<file path="src/rtl/vc_mem_pkg.sv">
// vc_mem_pkg: shared definitions for the val/rdy memory interface and the
// two-port memory arbiter.
//   MEM_RW_READ / MEM_RW_WRITE : encoding of the request rw bit
//   ARB_PORT_W                 : width of an arbiter port ID
//   port_id_t, PORT0, PORT1    : port ID type and values
//   is_read()                  : true when an rw bit encodes a read
package vc_mem_pkg;

  localparam logic MEM_RW_READ  = 1'b0;
  localparam logic MEM_RW_WRITE = 1'b1;

  localparam int unsigned ARB_PORT_W = 1;

  typedef logic [ARB_PORT_W-1:0] port_id_t;

  localparam port_id_t PORT0 = port_id_t'(0);
  localparam port_id_t PORT1 = port_id_t'(1);

  function automatic logic is_read(input logic rw);
    return rw == MEM_RW_READ;
  endfunction

endpackage

</file>
<file path="src/rtl/vc_mem_arb_tagq.sv">
// vc_mem_arb_tagq: circular FIFO of port IDs, one entry per outstanding read.
//   clk, reset_n : clock, asynchronous active-low reset (queue empties)
//   push_i       : enqueue push_id_i (ignored when full)
//   push_id_i    : port ID of the read that just fired
//   pop_i        : dequeue the head entry (ignored when empty)
//   head_o       : port ID of the oldest outstanding read
//   full_o       : DEPTH entries held (registered, never depends on pop_i)
//   empty_o      : no entries held
// DEPTH must be a power of two >= 2 so the pointers wrap naturally.
module vc_mem_arb_tagq
  import vc_mem_pkg::*;
#(
  parameter int unsigned DEPTH = 4
) (
  input  logic     clk,
  input  logic     reset_n,
  input  logic     push_i,
  input  port_id_t push_id_i,
  input  logic     pop_i,
  output port_id_t head_o,
  output logic     full_o,
  output logic     empty_o
);

  localparam int unsigned PW = $clog2(DEPTH);
  localparam int unsigned CW = PW + 1;

  port_id_t      ids_q [DEPTH];
  logic [PW-1:0] wr_ptr_q;
  logic [PW-1:0] rd_ptr_q;
  logic [CW-1:0] cnt_q;
  logic [CW-1:0] cnt_d;
  logic          do_push;
  logic          do_pop;

  assign full_o  = (cnt_q == CW'(DEPTH));
  assign empty_o = (cnt_q == '0);
  assign do_push = push_i & ~full_o;
  assign do_pop  = pop_i & ~empty_o;
  assign head_o  = ids_q[rd_ptr_q];

  always_comb begin
    cnt_d = cnt_q;
    case ({do_push, do_pop})
      2'b10:   cnt_d = cnt_q + CW'(1);
      2'b01:   cnt_d = cnt_q - CW'(1);
      default: cnt_d = cnt_q;
    endcase
  end

  always_ff @(posedge clk or negedge reset_n) begin
    if (!reset_n) begin
      for (int unsigned i = 0; i < DEPTH; i++) ids_q[i] <= '0;
      wr_ptr_q <= '0;
      rd_ptr_q <= '0;
      cnt_q    <= '0;
    end else begin
      if (do_push) begin
        ids_q[wr_ptr_q] <= push_id_i;
        wr_ptr_q        <= wr_ptr_q + PW'(1);
      end
      if (do_pop) rd_ptr_q <= rd_ptr_q + PW'(1);
      cnt_q <= cnt_d;
    end
  end

endmodule

</file>
<file path="src/rtl/vc_mem_arb2.sv">
// vc_mem_arb2: shares one single-port val/rdy memory between two requesters.
// Round-robin request arbitration (or fixed priority to port 0 when
// MEMARB_FIXED_PRIO_EN is defined); read responses are routed back in order
// using a queue of port IDs.
//   clk, reset_n                    : clock, asynchronous active-low reset
//   reqN_bits_rw/addr/data, reqN_val: request from port N (N = 0,1)
//   reqN_rdy                        : request N accepted when val & rdy
//   respN_bits_data, respN_val      : read response to port N, one cycle
//   memreq_bits_rw/addr/data, memreq_val, memreq_rdy : request to memory
//   memresp_bits_data, memresp_val  : read response from memory
//   err                             : sticky, response seen with no read outstanding
module vc_mem_arb2
  import vc_mem_pkg::*;
#(
  parameter int unsigned ADDR_SZ    = 8,
  parameter int unsigned DATA_SZ    = 32,
  parameter int unsigned TAGQ_DEPTH = 4
) (
  input  logic               clk,
  input  logic               reset_n,
  input  logic               req0_bits_rw,
  input  logic [ADDR_SZ-1:0] req0_bits_addr,
  input  logic [DATA_SZ-1:0] req0_bits_data,
  input  logic               req0_val,
  output logic               req0_rdy,
  input  logic               req1_bits_rw,
  input  logic [ADDR_SZ-1:0] req1_bits_addr,
  input  logic [DATA_SZ-1:0] req1_bits_data,
  input  logic               req1_val,
  output logic               req1_rdy,
  output logic [DATA_SZ-1:0] resp0_bits_data,
  output logic               resp0_val,
  output logic [DATA_SZ-1:0] resp1_bits_data,
  output logic               resp1_val,
  output logic               memreq_bits_rw,
  output logic [ADDR_SZ-1:0] memreq_bits_addr,
  output logic [DATA_SZ-1:0] memreq_bits_data,
  output logic               memreq_val,
  input  logic               memreq_rdy,
  input  logic [DATA_SZ-1:0] memresp_bits_data,
  input  logic               memresp_val,
  output logic               err
);

  port_id_t           gnt;
  logic               elig0;
  logic               elig1;
  logic               gnt_val;
  logic               gnt_rw;
  logic [ADDR_SZ-1:0] gnt_addr;
  logic [DATA_SZ-1:0] gnt_data;
  logic               ok;
  logic               fire;
  logic               lock_q;
  logic               lock_d;
  port_id_t           lock_port_q;
  logic               tq_full;
  logic               tq_empty;
  port_id_t           tq_head;
  logic               err_q;
  logic               err_d;
`ifndef MEMARB_FIXED_PRIO_EN
  port_id_t           last_grant_q;
  port_id_t           last_grant_d;
`endif

  // A read that would overflow the tag queue is not eligible, so the other
  // port (e.g. a write) can take the memory instead of waiting behind it.
  assign elig0 = req0_val & ~(is_read(req0_bits_rw) & tq_full);
  assign elig1 = req1_val & ~(is_read(req1_bits_rw) & tq_full);

  always_comb begin
    gnt = PORT0;
    if (lock_q) begin
      gnt = lock_port_q;
    end else if (elig0 && elig1) begin
`ifdef MEMARB_FIXED_PRIO_EN
      gnt = PORT0;
`else
      gnt = (last_grant_q == PORT0) ? PORT1 : PORT0;
`endif
    end else if (elig1) begin
      gnt = PORT1;
    end else if (elig0) begin
      gnt = PORT0;
    end else if (req1_val) begin
      gnt = PORT1;
    end
  end

  always_comb begin
    gnt_val  = req0_val;
    gnt_rw   = req0_bits_rw;
    gnt_addr = req0_bits_addr;
    gnt_data = req0_bits_data;
    if (gnt == PORT1) begin
      gnt_val  = req1_val;
      gnt_rw   = req1_bits_rw;
      gnt_addr = req1_bits_addr;
      gnt_data = req1_bits_data;
    end
  end

  // Full is registered inside the tag queue, so ok never sees memresp_val.
  assign ok   = ~(is_read(gnt_rw) & tq_full);
  assign fire = memreq_val & memreq_rdy;

  // Outputs are forced low while reset_n is asserted.
  assign memreq_val       = reset_n & gnt_val & ok;
  assign memreq_bits_rw   = reset_n & gnt_rw;
  assign memreq_bits_addr = reset_n ? gnt_addr : '0;
  assign memreq_bits_data = reset_n ? gnt_data : '0;
  assign req0_rdy         = reset_n & memreq_rdy & ok & (gnt == PORT0);
  assign req1_rdy         = reset_n & memreq_rdy & ok & (gnt == PORT1);

  // Hold the grant while the memory back-pressures a presented request.
  assign lock_d = memreq_val & ~memreq_rdy;
  assign err_d  = err_q | (memresp_val & tq_empty);

  assign resp0_val       = memresp_val & ~tq_empty & (tq_head == PORT0);
  assign resp1_val       = memresp_val & ~tq_empty & (tq_head == PORT1);
  assign resp0_bits_data = reset_n ? memresp_bits_data : '0;
  assign resp1_bits_data = reset_n ? memresp_bits_data : '0;
  assign err             = err_q;

  always_ff @(posedge clk or negedge reset_n) begin
    if (!reset_n) begin
      lock_q      <= 1'b0;
      lock_port_q <= PORT0;
      err_q       <= 1'b0;
    end else begin
      lock_q      <= lock_d;
      lock_port_q <= gnt;
      err_q       <= err_d;
    end
  end

`ifndef MEMARB_FIXED_PRIO_EN
  assign last_grant_d = fire ? gnt : last_grant_q;

  always_ff @(posedge clk or negedge reset_n) begin
    if (!reset_n) last_grant_q <= PORT1;
    else          last_grant_q <= last_grant_d;
  end
`endif

  vc_mem_arb_tagq #(
    .DEPTH (TAGQ_DEPTH)
  ) u_tagq (
    .clk       (clk),
    .reset_n   (reset_n),
    .push_i    (fire & is_read(gnt_rw)),
    .push_id_i (gnt),
    .pop_i     (memresp_val),
    .head_o    (tq_head),
    .full_o    (tq_full),
    .empty_o   (tq_empty)
  );

endmodule

</file>
<file path="config.mk">
export PLATFORM = sky130hd
export DESIGN_NAME = vc_mem_arb2
export DESIGN_NICKNAME = d
export VERILOG_FILES = /design/src/rtl/vc_mem_pkg.sv /design/src/rtl/vc_mem_arb_tagq.sv /design/src/rtl/vc_mem_arb2.sv
export SDC_FILE = /design/constraint.sdc
export NUM_CORES = 1
export LEC_CHECK = 0
export BUFFER_PORTS_ARGS = -buffer_cell sky130_fd_sc_hd__buf_2
export CORE_AREA = 2 2 89 91
export CTS_BUF_LIST = sky130_fd_sc_hd__clkbuf_2 sky130_fd_sc_hd__clkbuf_4 sky130_fd_sc_hd__clkbuf_8
export DETAILED_ROUTE_END_ITERATION = 10
export DIE_AREA = 0 0 91 93
export GPL_ROUTABILITY_DRIVEN = 0
export PLACE_DENSITY_LB_ADDON = 0.15
export RECOVER_POWER = 100
export SLEW_MARGIN = 25
export SYNTH_ARGS = -nofsm -noshare
export SYNTH_HDL_FRONTEND = slang
export SYNTH_HIERARCHICAL = 1
export SYNTH_SLANG_ARGS = --single-unit
</file>
<file path="constraint.sdc">
create_clock -name clk -period 3.93 [get_ports clk]
set_input_delay 0.786 -clock clk [delete_from_list [all_inputs] [get_ports clk]]
set_output_delay 0.786 -clock clk [all_outputs]
set_load 0.03 [all_outputs]
</file>
==> impl_metrics.py <==
metrics = {
    "timing": {
        "maxSlewViolCount": 0,
        "finClkSkew_ps": 5.60,
        "setup_ws_ps": 359,
        "period_needed_ps": 3570,
        "finalSetupViolCount": 0,
        "rsz0062_at_grt": "no",
        "fin_setup_tns_ps": 0,
        "max_freq_mhz": 280,
        "worst_pin_slew_ps": 1440,
        "period_share_pct": 90.9,
        "hold_viol_final": 0,
        "timing.slew.headroom_pct": 3.71,
    },
    "placement": {
        "dp_slack_ps": 560,
        "place_area_mm2": 0.00305,
        "place_inst": 534,
        "portBuffers": 230,
        "hpwl_um": 6060,
    },
    "synthesis": {
        "synth_fp_nets": 371,
        "yosysWarnings": 6,
        "synth_fa_ha_area_share_pct": 3.91,
        "synthCells": 245,
        "synth_area_mm2": 0.00211,
        "synth-simple-area-share_pct": 28.4,
        "synth_area_per_cell_um2": 8.62,
        "synthFlopType": "dfrtp_1",
        "ys_seq_area_share_pct": 17.8,
        "async_flop_share_pct": 100,
        "synth-edff-count": 0,
        "synth_top_family_by_area": "simple AND/OR/NAND/NOR gates",
        "synth_compound_area_share_pct": 5.63,
        "synth.mux.area_fraction_pct": 22.2,
        "synth.distinct_cells": 34,
        "synthXorXnorAreaFrac_pct": 2.49,
        "synth-seq-cells": 15,
    },
    "status": {
        "outcome": "finished, final reports clean",
    },
    "worst_setup_path": {
        "path_max_fanout": 26,
        "cp-start-kind": "register",
        "required_ps": 3140,
        "worstRegToRegCells": 13,
        "r2r-start": "u_tagq/cnt_q[0]",
        "rr_endpoint": "u_tagq/cnt_q[2]",
        "r2r_slack_ps": 850,
        "end_kind": "output pin",
        "cp.arrival_ps": 2780,
        "path_class": "register to output pin",
    },
    "routing": {
        "drtPass1Iterations": 5,
        "vias": 2307,
        "vias_per_cell": 4.29,
        "antenna_left": 0,
        "drc": 0,
        "post_drt_wl_per_cell_um": 13.5,
        "drt-initial-drc-count": 89,
        "routed_wl_um": 7260,
    },
    "cts": {
        "cts-buffers-inserted": 3,
        "h-tree-depth": 1,
        "cts.sinks": 15,
        "cts_buffer_depth": 2,
        "clk_pin_slew_ps": 70,
        "cts_tree": "done",
        "holdBufCountCts": 0,
        "insertion_delay_ps": 250,
        "ctsResizeCount": 0,
        "post_cts.repair.setup_buffers": 0,
        "cts_root_buffer": "clkbuf_8",
    },
    "layout": {
        "antenna_cells": 0,
        "drive_gt1_share_pct": 38.3,
        "area_delta_synth_final_pct": 41.8,
        "fin_cells": 538,
        "final_cell_area_mm2": 0.00299,
        "final_nets": 563,
    },
    "global_routing": {
        "grtUsageMet3_pct": 3.63,
        "grt_pass1_wl_um": 10700,
        "use_met1_pct": 20.5,
        "gr-max-usage-layer": "met2",
        "grt_util_met2_pct": 25.9,
        "antenna_found_initial": 0,
        "grt.overflow.total": 0,
        "track_usage_pct": 15.6,
        "grt_pass1_vias": 2162,
        "grt_max_degree": 90,
    },
    "power_and_ir_drop": {
        "netSwitchingPower_w": 0.000582,
        "swShare_pct": 50.2,
        "internal_power_w": 0.000578,
        "p_leak_nw": 1.58,
        "fin_total_pwr_w": 0.00116,
        "pwr-share-comb_pct": 64.1,
        "power.share.clock_pct": 11.0,
        "p_seq_share_pct": 24.9,
        "cellPowerDensity_mw_per_mm2": 388,
        "peakVddDrop_mv": 0.133,
    },
    "hold_path": {
        "hold_path_end": "last_grant_q",
        "hold_path_class": "register to register",
        "min_path_cells": 2,
        "worstHoldStart": "last_grant_q",
    },
    "floorplan": {
        "coreArea_mm2": 0.00753,
        "num_rows": 32,
        "initial_utilization_pct": 28.1,
        "die_area_mm2": 0.00846,
        "die_w_um": 91,
        "die_h_um": 93,
        "ios": 231,
    },
    "job": {
        "cap_viol_max_count": 0,
    },
}
cell usage after synthesis (2+ instances only):
library cell / count / share of area (%)
and2_1: 33 / 9.8
buf_12: 4 / 3.8
buf_4: 32 / 11
buf_6: 2 / 1.1
clkbuf_1: 8 / 1.4
dfrtp_1: 14 / 17
ha_1: 5 / 3.0
inv_1: 11 / 2.0
mux2i_1: 43 / 20
nand2_1: 11 / 2.0
nor2_1: 4 / 0.71
nor2b_1: 41 / 12
nor3_1: 2 / 0.47
nor3b_1: 2 / 0.71
o21ai_0: 9 / 2.1
o2bb2ai_1: 2 / 0.83
xnor2_1: 3 / 1.2
xor2_1: 3 / 1.2
worst max-delay path, stage by stage (launching register included):
cell      delay, ps
dfrtp_1         460
nor3b_4         360
a21oi_1         170
o21bai_4        150
buf_4           420
buf_4           380
mux2i_1         130
nor2b_1         130
clkbuf_1        330
through the flow:
stage | hold slack, ps | util (%)
global placement | 435 | 40.5
global route | 492 | 39.8
floorplan | 440 | -
CTS | 468 | 41.2
detailed placement | 452 | 40.5
finish | 465 | 39.8
logic make-up (layout without fill, tap and decap cells):
group           Yosys count  after routing
mux                      45             45
buf+inv                  57            248
simple gates             98             98
xor+xnor                  6              6
fa+ha+maj                 6              6
flops                    15             15
compound gates           18             18
power groups by stage:
stage	Combinational, W	Sequential (W)	Clock [W]
6_report	0.000744	0.000289	0.000127
5_1_grt	0.000811	0.000301	0.000140
4_1_cts	0.000779	0.000289	0.000131
3_5_place_dp	0.000774	0.000292	0
3_3_place_gp	0.000764	0.000291	0
2_1_floorplan	0.000604	0.000288	0
how the worst max path moves through the flow:
stage,from,end,cells after the start
floorplan,req0_val,u_tagq/cnt_q[2],13
global placement,req1_val,memreq_bits_data[19],8
detailed placement,req1_val,memreq_bits_data[19],8
CTS,u_tagq/cnt_q[0],memreq_bits_data[19],8
global route,reset_n,resp1_bits_data[9],4
finish,u_tagq/cnt_q[0],memreq_bits_data[19],8
routing by layer:
layer	share of wire (%)	wire length (um)
met5	0	0
met4	0.90	65
met3	9.6	697
met2	47	3420
met1	42	3080
layout make-up:
type	instances	area, um2
clock buffers	3	41.3
clock inverters	1	5.00
flip-flops and latches	15	377
fillers	853	4530
repair buffers	233	1070
inverters	11	41.3
multi-input cells	173	1330
well taps	102	128
registers in the layout, indices dropped and copies added (netlist names):
name	count
u_tagq/cnt_q	3
u_tagq/wr_ptr_q	2
lock_q	1
last_grant_q	1
lock_port_q	1
u_tagq/ids_q	4
u_tagq/rd_ptr_q	2
err	1
cells in the final DEF (no fill, tap or decap), drive strengths merged:
master,count
buf,154
clkbuf,82
mux2i,43
nor2b,41
and2,33
dfrtp,14
inv,11
nand2,11
o21ai,9
ha,5
nor2,5
xnor2,3
xor2,3
nor3b,3
o2bb2ai,2
nor3,2
o211ai,1
a21oi,1
o21bai,1
a21bo,1
o221ai,1
nand3,1
a21o,1
and3b,1
clkinv,1
dfstp,1
o31a,1
nand2b,1
mux4,1
mux2,1
fa,1
(Power assumes the default switching activity.)
